`src/rtl/hept_seq_pkg.sv`:
```
// Shared types and defaults for the HEPT kernel sequencer.
// State encoding, counter width and watchdog limit defaults.
package hept_seq_pkg;

  localparam int CNT_W_DEF   = 32;
  localparam int TIMEOUT_DEF = 65535;

  typedef enum logic [2:0] {
    S_IDLE  = 3'd0,
    S_TRANS = 3'd1,
    S_DIST  = 3'd2,
    S_NORM  = 3'd3,
    S_DONE  = 3'd4
  } seq_state_e;

  function automatic logic is_busy(seq_state_e s);
    return s inside {S_TRANS, S_DIST, S_NORM};
  endfunction

endpackage

```
`src/rtl/hept_stage_watchdog.sv`:
```
// Per-stage cycle watchdog: cleared on stage entry, counts while enabled.
// Expires in the TIMEOUT-th cycle of a stage; TIMEOUT of 0 disables it.
module hept_stage_watchdog
  import hept_seq_pkg::*;
#(
  parameter int CNT_W   = CNT_W_DEF,
  parameter int TIMEOUT = TIMEOUT_DEF
) (
  input  logic clk,
  input  logic rst_n,
  input  logic clr,
  input  logic en,
  output logic expired
);

  localparam logic [CNT_W-1:0] LIMIT = CNT_W'(TIMEOUT - 1);

  logic [CNT_W-1:0] cnt;

  always_ff @(posedge clk or negedge rst_n) begin
    if (!rst_n) begin
      cnt <= '0;
    end else if (clr) begin
      cnt <= '0;
    end else if (en && !(&cnt)) begin
      cnt <= cnt + CNT_W'(1);
    end
  end

  assign expired = (TIMEOUT != 0) && en && (cnt == LIMIT);

endmodule

```
`src/rtl/hept_kernel_sequencer.sv`:
```
// Top-level sequencer: transposes, distance/RBF, normalize, done.
// Every output is a flop fed from next-state logic.
module hept_kernel_sequencer
  import hept_seq_pkg::*;
#(
  parameter int CNT_W   = CNT_W_DEF,
  parameter int TIMEOUT = TIMEOUT_DEF
) (
  input  logic             ap_clk,
  input  logic             ap_rst_n,
  input  logic             ap_start,
  input  logic             ap_continue,
  output logic             ap_idle,
  output logic             ap_ready,
  output logic             ap_done,
  output logic             tq_start,
  output logic             tk_start,
  input  logic             tq_done,
  input  logic             tk_done,
  output logic             dist_start,
  input  logic             dist_done,
  output logic             norm_start,
  input  logic             norm_done,
  output logic [CNT_W-1:0] total_cycles,
  output logic             err_timeout,
  output logic [2:0]       state
);

  seq_state_e cur, nxt;
  logic tq_seen, tk_seen;
  logic tq_seen_nxt, tk_seen_nxt;
  logic accept, entry, expired;

  assign state = cur;

  always_comb begin
    nxt         = cur;
    tq_seen_nxt = tq_seen;
    tk_seen_nxt = tk_seen;
    accept      = 1'b0;
    unique case (cur)
      S_IDLE: begin
        if (ap_start) begin
          nxt    = S_TRANS;
          accept = 1'b1;
        end
      end
      S_TRANS: begin
        tq_seen_nxt = tq_seen | tq_done;
        tk_seen_nxt = tk_seen | tk_done;
        if (tq_seen_nxt && tk_seen_nxt) nxt = S_DIST;
      end
      S_DIST:  if (dist_done) nxt = S_NORM;
      S_NORM:  if (norm_done) nxt = S_DONE;
      S_DONE:  if (ap_continue) nxt = S_IDLE;
      default: nxt = S_IDLE;
    endcase
    if (expired) nxt = S_DONE;
    // latches only live inside TRANS; leaving it wipes them
    if (nxt != S_TRANS) begin
      tq_seen_nxt = 1'b0;
      tk_seen_nxt = 1'b0;
    end
  end

  assign entry = is_busy(nxt) && (nxt != cur);

  hept_stage_watchdog #(
    .CNT_W   (CNT_W),
    .TIMEOUT (TIMEOUT)
  ) u_wdog (
    .clk     (ap_clk),
    .rst_n   (ap_rst_n),
    .clr     (entry),
    .en      (is_busy(cur)),
    .expired (expired)
  );

  always_ff @(posedge ap_clk or negedge ap_rst_n) begin
    if (!ap_rst_n) begin
      cur          <= S_IDLE;
      tq_seen      <= 1'b0;
      tk_seen      <= 1'b0;
      ap_idle      <= 1'b1;
      ap_ready     <= 1'b0;
      ap_done      <= 1'b0;
      tq_start     <= 1'b0;
      tk_start     <= 1'b0;
      dist_start   <= 1'b0;
      norm_start   <= 1'b0;
      total_cycles <= '0;
      err_timeout  <= 1'b0;
    end else begin
      cur        <= nxt;
      tq_seen    <= tq_seen_nxt;
      tk_seen    <= tk_seen_nxt;
      ap_idle    <= (nxt == S_IDLE);
      ap_ready   <= (nxt == S_DONE) && (cur != S_DONE);
      ap_done    <= (nxt == S_DONE);
      tq_start   <= (nxt == S_TRANS) && !tq_seen_nxt;
      tk_start   <= (nxt == S_TRANS) && !tk_seen_nxt;
      dist_start <= (nxt == S_DIST);
      norm_start <= (nxt == S_NORM);
      if (accept) begin
        total_cycles <= '0;
      end else if (is_busy(cur) && !(&total_cycles)) begin
        total_cycles <= total_cycles + CNT_W'(1);
      end
      if (accept) begin
        err_timeout <= 1'b0;
      end else if (expired) begin
        err_timeout <= 1'b1;
      end
    end
  end

endmodule

```
`config.mk`:
```
export PLATFORM = sky130hd
export DESIGN_NAME = hept_kernel_sequencer
export DESIGN_NICKNAME = d
export VERILOG_FILES = /design/src/rtl/hept_seq_pkg.sv /design/src/rtl/hept_stage_watchdog.sv /design/src/rtl/hept_kernel_sequencer.sv
export SDC_FILE = /design/constraint.sdc
export NUM_CORES = 1
export LEC_CHECK = 0
export CORE_ASPECT_RATIO = 1.1
export CORE_UTILIZATION = 51
export DETAILED_ROUTE_END_ITERATION = 16
export PLACE_DENSITY = 0.75
export SYNTH_ARGS = -nofsm -noshare
export SYNTH_HDL_FRONTEND = slang
export SYNTH_HIERARCHICAL = 1
export SYNTH_SLANG_ARGS = --single-unit
```
`constraint.sdc`:
```
create_clock -name ap_clk -period 2.14 [get_ports ap_clk]
set_input_delay 0.428 -clock ap_clk [delete_from_list [all_inputs] [get_ports ap_clk]]
set_output_delay 0.428 -clock ap_clk [all_outputs]
set_load 0.02 [all_outputs]
```
# [Word-level counts from Yosys, hierarchy flattened]
# Index checks and enable logic that the tools add are counted.
[word_totals] word_cells=69 output_inout_bits=43 ff_bits=77 in_bits=8
[op_classes] addsub=2 reduce_logical=21 bitwise_logic=2 eq_ne=12 muxes=19
[op_table] cell="two-way mux 32 bit" n=4
[op_table] cell="adder 32 x 1 -> 32 bit, second input constant" n=2
[op_table] cell="AND reduction 32 bit" n=2
[op_table] cell="equality test 32 x 16 -> 1 bit, second input constant" n=1
[op_table] cell="two-way mux 3 bit" n=6
[op_table] cell="one-hot mux 3 bit (5 select lines)" n=1
[op_table] cell="equality test 3 x 2 -> 1 bit, second input constant" n=4
[op_table] cell="logical AND 1 bit" n=8
[op_table] cell="two-way mux 1 bit" n=8
[op_table] cell="equality test 3 x 1 -> 1 bit, second input constant" n=2
[op_table] cell="equality test 3 bit, second input constant" n=2
[op_table] cell="logical NOT 3 bit" n=2
[op_table] cell="nonzero test 2 bit" n=3
[op_table] cell="nonzero test 3 bit" n=2
[op_table] cell="logical NOT 1 bit" n=4
[op_table] cell="!= test 3 x 1 -> 1 bit, second input constant" n=1
[op_table] cell="!= test 3 bit" n=1
[op_table] cell="!= test 3 bit, second input constant" n=1
[op_table] cell="bitwise OR 1 bit" n=2

# [Depth between registers and ports, before layout]
[depth] depth_word=9 depth_mapped=10 mapped_depth_nobuf=9

# [By module]
# The synthesis kept the hierarchy.
[modules_own_cells] module="hept_kernel_sequencer" instances=1 cells_each=243 seq_area_each_um2=1127.3 area_each_um2=2324.7
[modules_own_cells] module="hept_stage_watchdog" instances=1 cells_each=219 seq_area_each_um2=800.8 area_each_um2=1929.4

# [Least setup slack after synthesis]
# No wires, ideal clock.
[synth_timing] path_kind="register -> register" from="register total_cycles[0]" to="register total_cycles[31]" period_less_slack_ns=2.210 n_path_buf=0 slack_ns=-0.070 arrival_ns=2.132 setup_ns=0.078 required_time_ns=2.062 stages_incl_launch_ff=7 cell_sequence="dfrtp_1 ha_1 and3_1 and4_1 or4_4 or4_1 a21oi_1"
[synth_via] elab_chain_cells=4 elab_cells_between_ends=7 cone_classes="1 x add/sub; 2 x mux; 4 x reduce/logical"
[synth_lines] element="start, declared" line="hept_kernel_sequencer.sv:24" source="output logic [CNT_W-1:0] total_cycles,"
[synth_lines] element="start signal, assigned" line="hept_kernel_sequencer.sv:107" source="total_cycles <= total_cycles + CNT_W'(1);"
[synth_lines] element="parallel branches: the longest is 4 deep, another holds adder 32 x 1 -> 32 bit"
# Several ways; the timed one is not identified. The select of a mux whose other input is x is not followed.
# A chain may end at the register's enable or synchronous reset.

# [Final worst setup path]
[layout_timing] from="register u_wdog.cnt[0]" to="register u_wdog.cnt[17]"
[layout_via] elab_chain_cells=7 elab_cells_between_ends=16 cone_classes="1 x add/sub; 5 x eq/ne; 3 x mux; 7 x reduce/logical"
[layout_lines] element="start, declared" line="hept_stage_watchdog.sv:18" source="logic [CNT_W-1:0] cnt;"
[layout_lines] element="start signal, assigned" line="hept_stage_watchdog.sv:26" source="cnt <= cnt + CNT_W'(1);"
[layout_lines] element="parallel branches: the longest is 7 deep, another holds adder 32 x 1 -> 32 bit"
# Several ways; the timed one is not identified. The select of a mux whose other input is x is not followed.

==> flow_metrics.env <==
export IMPL_crit_buf_inv=1
export IMPL_cts_clk_slew_worst_paths_ns=0.09
export IMPL_cts_sinks=77
export IMPL_first_global_vias=3893
export IMPL_fin_cells=669
export IMPL_dpl_cell_count=650
export IMPL_synth_edf_count=0
export IMPL_nets=567
export IMPL_power_density_nw_per_um2=836
export IMPL_diodes=0
export IMPL_gp_congestion=0.911
export IMPL_placed_area_um2=5210
export IMPL_slowest_delay_ns=0.50
export IMPL_worst_setup_path_end_kind="flip-flop"
export IMPL_coreArea_um2=8000
export IMPL_status="complete, no violations"
export IMPL_p_clk_frac=0.246
export IMPL_leakagePower_uw=0.00225
export IMPL_grt_max_degree=78
export IMPL_ant_nets=0
export IMPL_hp_class="in -> async"
export IMPL_peakVddDrop_mv=0.796
export IMPL_grt_pass1_wl_mm=17.8
export IMPL_seq_area_um2=1940
export IMPL_r2r_end="u_wdog/cnt[17]$_DFFE_PN0P_"
export IMPL_syn_to_final_growth_pct=30.9
export IMPL_avgSynthCellArea_um2=9.21
export IMPL_yosysSeqAreaShare=0.453
export IMPL_die_area_um2=8710
export IMPL_synthFlopType="dfrtp_1"
export IMPL_worst_pin_slew_ns=0.564
export IMPL_drv_slew=0
export IMPL_power_switching_uw=1640
export IMPL_yosysWarnings=6
export IMPL_drtIter0Drc=342
export IMPL_cp_max_fo=5
export IMPL_setup_viol=0
export IMPL_synth_cells=462
export IMPL_grtUsageTotal=0.262
export IMPL_crit_chain="buf_4 -> ha_2 -> and3_1 -> nand4_1 -> nor4_2 -> nor4_1 -> mux2_4"
export IMPL_die_h_um=97.8
export IMPL_synth_seq_cells=77
export IMPL_seq_power_share=0.375
export IMPL_ys_async_sr_fraction=1.00
export IMPL_drc=0
export IMPL_finClkSkew_ns=0.0122
export IMPL_holdBufCountCts=0
export IMPL_setup_ws_ns=0.00887
export IMPL_routed_wl_mm=11.5
export IMPL_r2r_start="u_wdog/cnt[0]$_DFFE_PN0P_"
export IMPL_crit_path_top_delay_cell="nor4_1"
export IMPL_swShare=0.352
export IMPL_clk_latency_ns=0.35
export IMPL_cp_depth=7
export IMPL_die_width_um=89.1
export IMPL_final_common_cell="dfrtp_1"
export IMPL_regToRegSetupSlack_ns=0.009
export IMPL_mostFrequentLayoutCells="69 x dfrtp_1, 51 x buf_4, 49 x clkdlybuf4s50_1, 37 x nor2_1, 36 x nand2_1"
export IMPL_fillers=628
export IMPL_pin_count=51
export IMPL_floorplan_initialDensity=0.532
export IMPL_viasPerCell=6.24
export IMPL_combPwrFrac=0.379
export IMPL_port_buffers=50
export IMPL_rr_worst_depth=7
export IMPL_clock_path_buffers=2
export IMPL_synthesis_area_um2=4250
export IMPL_hold_viol_final=0
export IMPL_period_share=0.996
export IMPL_syn_nets=473
export IMPL_vias=4172
export IMPL_maxSlewHeadroom=0.620
export IMPL_crit_type="reg -> reg"
export IMPL_fin_crit_ns=2.13
export IMPL_cp_required_ns=2.37
export IMPL_drive_above_1_share=0.201
export IMPL_setup_tns_ns=0
export IMPL_dr_pass1_iters=5
export IMPL_cpLargestDelayFamily="simple AND/OR/NAND/NOR gates"
export IMPL_cts_root_buffer="clkbuf_8"
export IMPL_ys_types=56
export IMPL_final_core_util=0.696
export IMPL_p_int_uw=3020
export IMPL_finalInstanceArea_um2=5570
export IMPL_pre_cts_ws_ns=0.0178
export IMPL_rows=34
export IMPL_multiInputGateArea_um2=2290
export IMPL_gr_total_overflow=0
export IMPL_h_tree_depth=3
export IMPL_cap_violations=0
export IMPL_hpwl_mm=7.68
export IMPL_avgRoutedWirePerCell_um=17.1
export IMPL_clock_fmax_mhz=469
export IMPL_cts_tree="done"
export IMPL_antenna_found_initial=0
export IMPL_critPathArrivalTime_ns=2.36
export IMPL_cts_buffers=9
export IMPL_start_kind="flip-flop"
-- worst max path at each step --
stage,start,to,slack [ns]
final,u_wdog/cnt[0]$_DFFE_PN0P_,u_wdog/cnt[17]$_DFFE_PN0P_,0.009
after global routing,u_wdog/cnt[17]$_DFFE_PN0P_,u_wdog/cnt[1]$_DFFE_PN0P_,-0.12
after CTS,total_cycles[1]$_DFFE_PN0P_,total_cycles[31]$_DFFE_PN0P_,0.0006
after detailed placement,u_wdog/cnt[0]$_DFFE_PN0P_,u_wdog/cnt[17]$_DFFE_PN0P_,0.02
after global placement,tq_done,u_wdog/cnt[17]$_DFFE_PN0P_,0.06
after floorplan,state[2]$_DFF_PN0_,total_cycles[31]$_DFFE_PN0P_,0.01
-- sequential cells by signal (all words and copies together) (netlist names) --
register	count
tk_start	1
ap_ready	1
total_cycles	32
norm_start	1
err_timeout	1
u_wdog/cnt	32
tq_start	1
ap_idle	1
state	3
ap_done	1
tk_seen	1
tq_seen	1
dist_start	1
-- through the flow --
stage	power (uW)	hold slack (ns)
floorplan	2650	0.132
global placement	3280	0.477
detailed placement	3310	0.486
CTS	4470	0.0994
global route	4880	0.0925
finish	4660	0.0839
-- repair_timing --
action | 4_1_cts | 5_1_grt
pin swaps | 1 | 5
gates cloned | 0 | 2
resized for setup | 1 | 27
setup buffers | 1 | 0
endpoints found under the setup margin | 5 | 19
-- cell families (layout without fill, tap and decap cells) --
family	count (synthesis)	count (layout)	share of synthesized area
AO/OA/AOI/OAI	90	90	0.130
multiplexers	9	9	0.0215
XOR/XNOR	22	22	0.0453
adder cells (fa/ha/maj)	3	3	0.00882
flip-flops	77	77	0.453
AND/OR/NAND/NOR	230	230	0.310
buffers and inverters	31	130	0.0318
-- cell usage after synthesis, types with 5 or more instances --
cell | instances | share of area
and3_1 | 11 | 0.016
mux2i_1 | 8 | 0.019
nor2_1 | 38 | 0.034
clkbuf_1 | 12 | 0.011
buf_2 | 5 | 0.0059
dfrtp_1 | 76 | 0.45
and4_1 | 12 | 0.025
o31ai_1 | 5 | 0.0088
a21oi_1 | 33 | 0.039
nand4_1 | 21 | 0.031
xnor2_1 | 16 | 0.033
xor2_1 | 6 | 0.012
o211ai_1 | 6 | 0.011
or4_1 | 10 | 0.018
inv_1 | 9 | 0.0079
or3_1 | 24 | 0.035
nor4_1 | 15 | 0.022
nor3_1 | 11 | 0.013
and2_1 | 9 | 0.013
o21ai_0 | 27 | 0.032
nand3_1 | 23 | 0.027
nand2_1 | 37 | 0.033
-- power groups by stage --
stage | clock [uW] | combinational [uW] | sequential, uW
2_1_floorplan | 0 | 746 | 1900
3_3_place_gp | 0 | 1510 | 1770
3_5_place_dp | 0 | 1540 | 1780
4_1_cts | 1160 | 1570 | 1740
5_1_grt | 1210 | 1900 | 1770
6_report | 1150 | 1760 | 1750
-- layout make-up --
class	instances	share of cell area
Multi-Input combinational cell	354	0.411
Inverter	9	0.00607
Timing Repair Buffer	105	0.175
Clock buffer	10	0.0247
Sequential cell	77	0.348
Tap cell	108	0.0243
Clock inverter	6	0.0110
-- metal layers --
metal,share of wire,global-route usage
met4,0.037,0.131
met5,0,0
met2,0.50,0.433
met3,0.053,0.0355
met1,0.41,0.331
-- worst register-to-register path, stage by stage, from the launching register on --
cell and delay [ns]:
dfrtp_1 0.40, buf_4 0.16, ha_2 0.21, and3_1 0.20, nand4_1 0.13, nor4_2 0.08
nor4_1 0.50, mux2_4 0.35
Power figures use the tool's default switching activity.
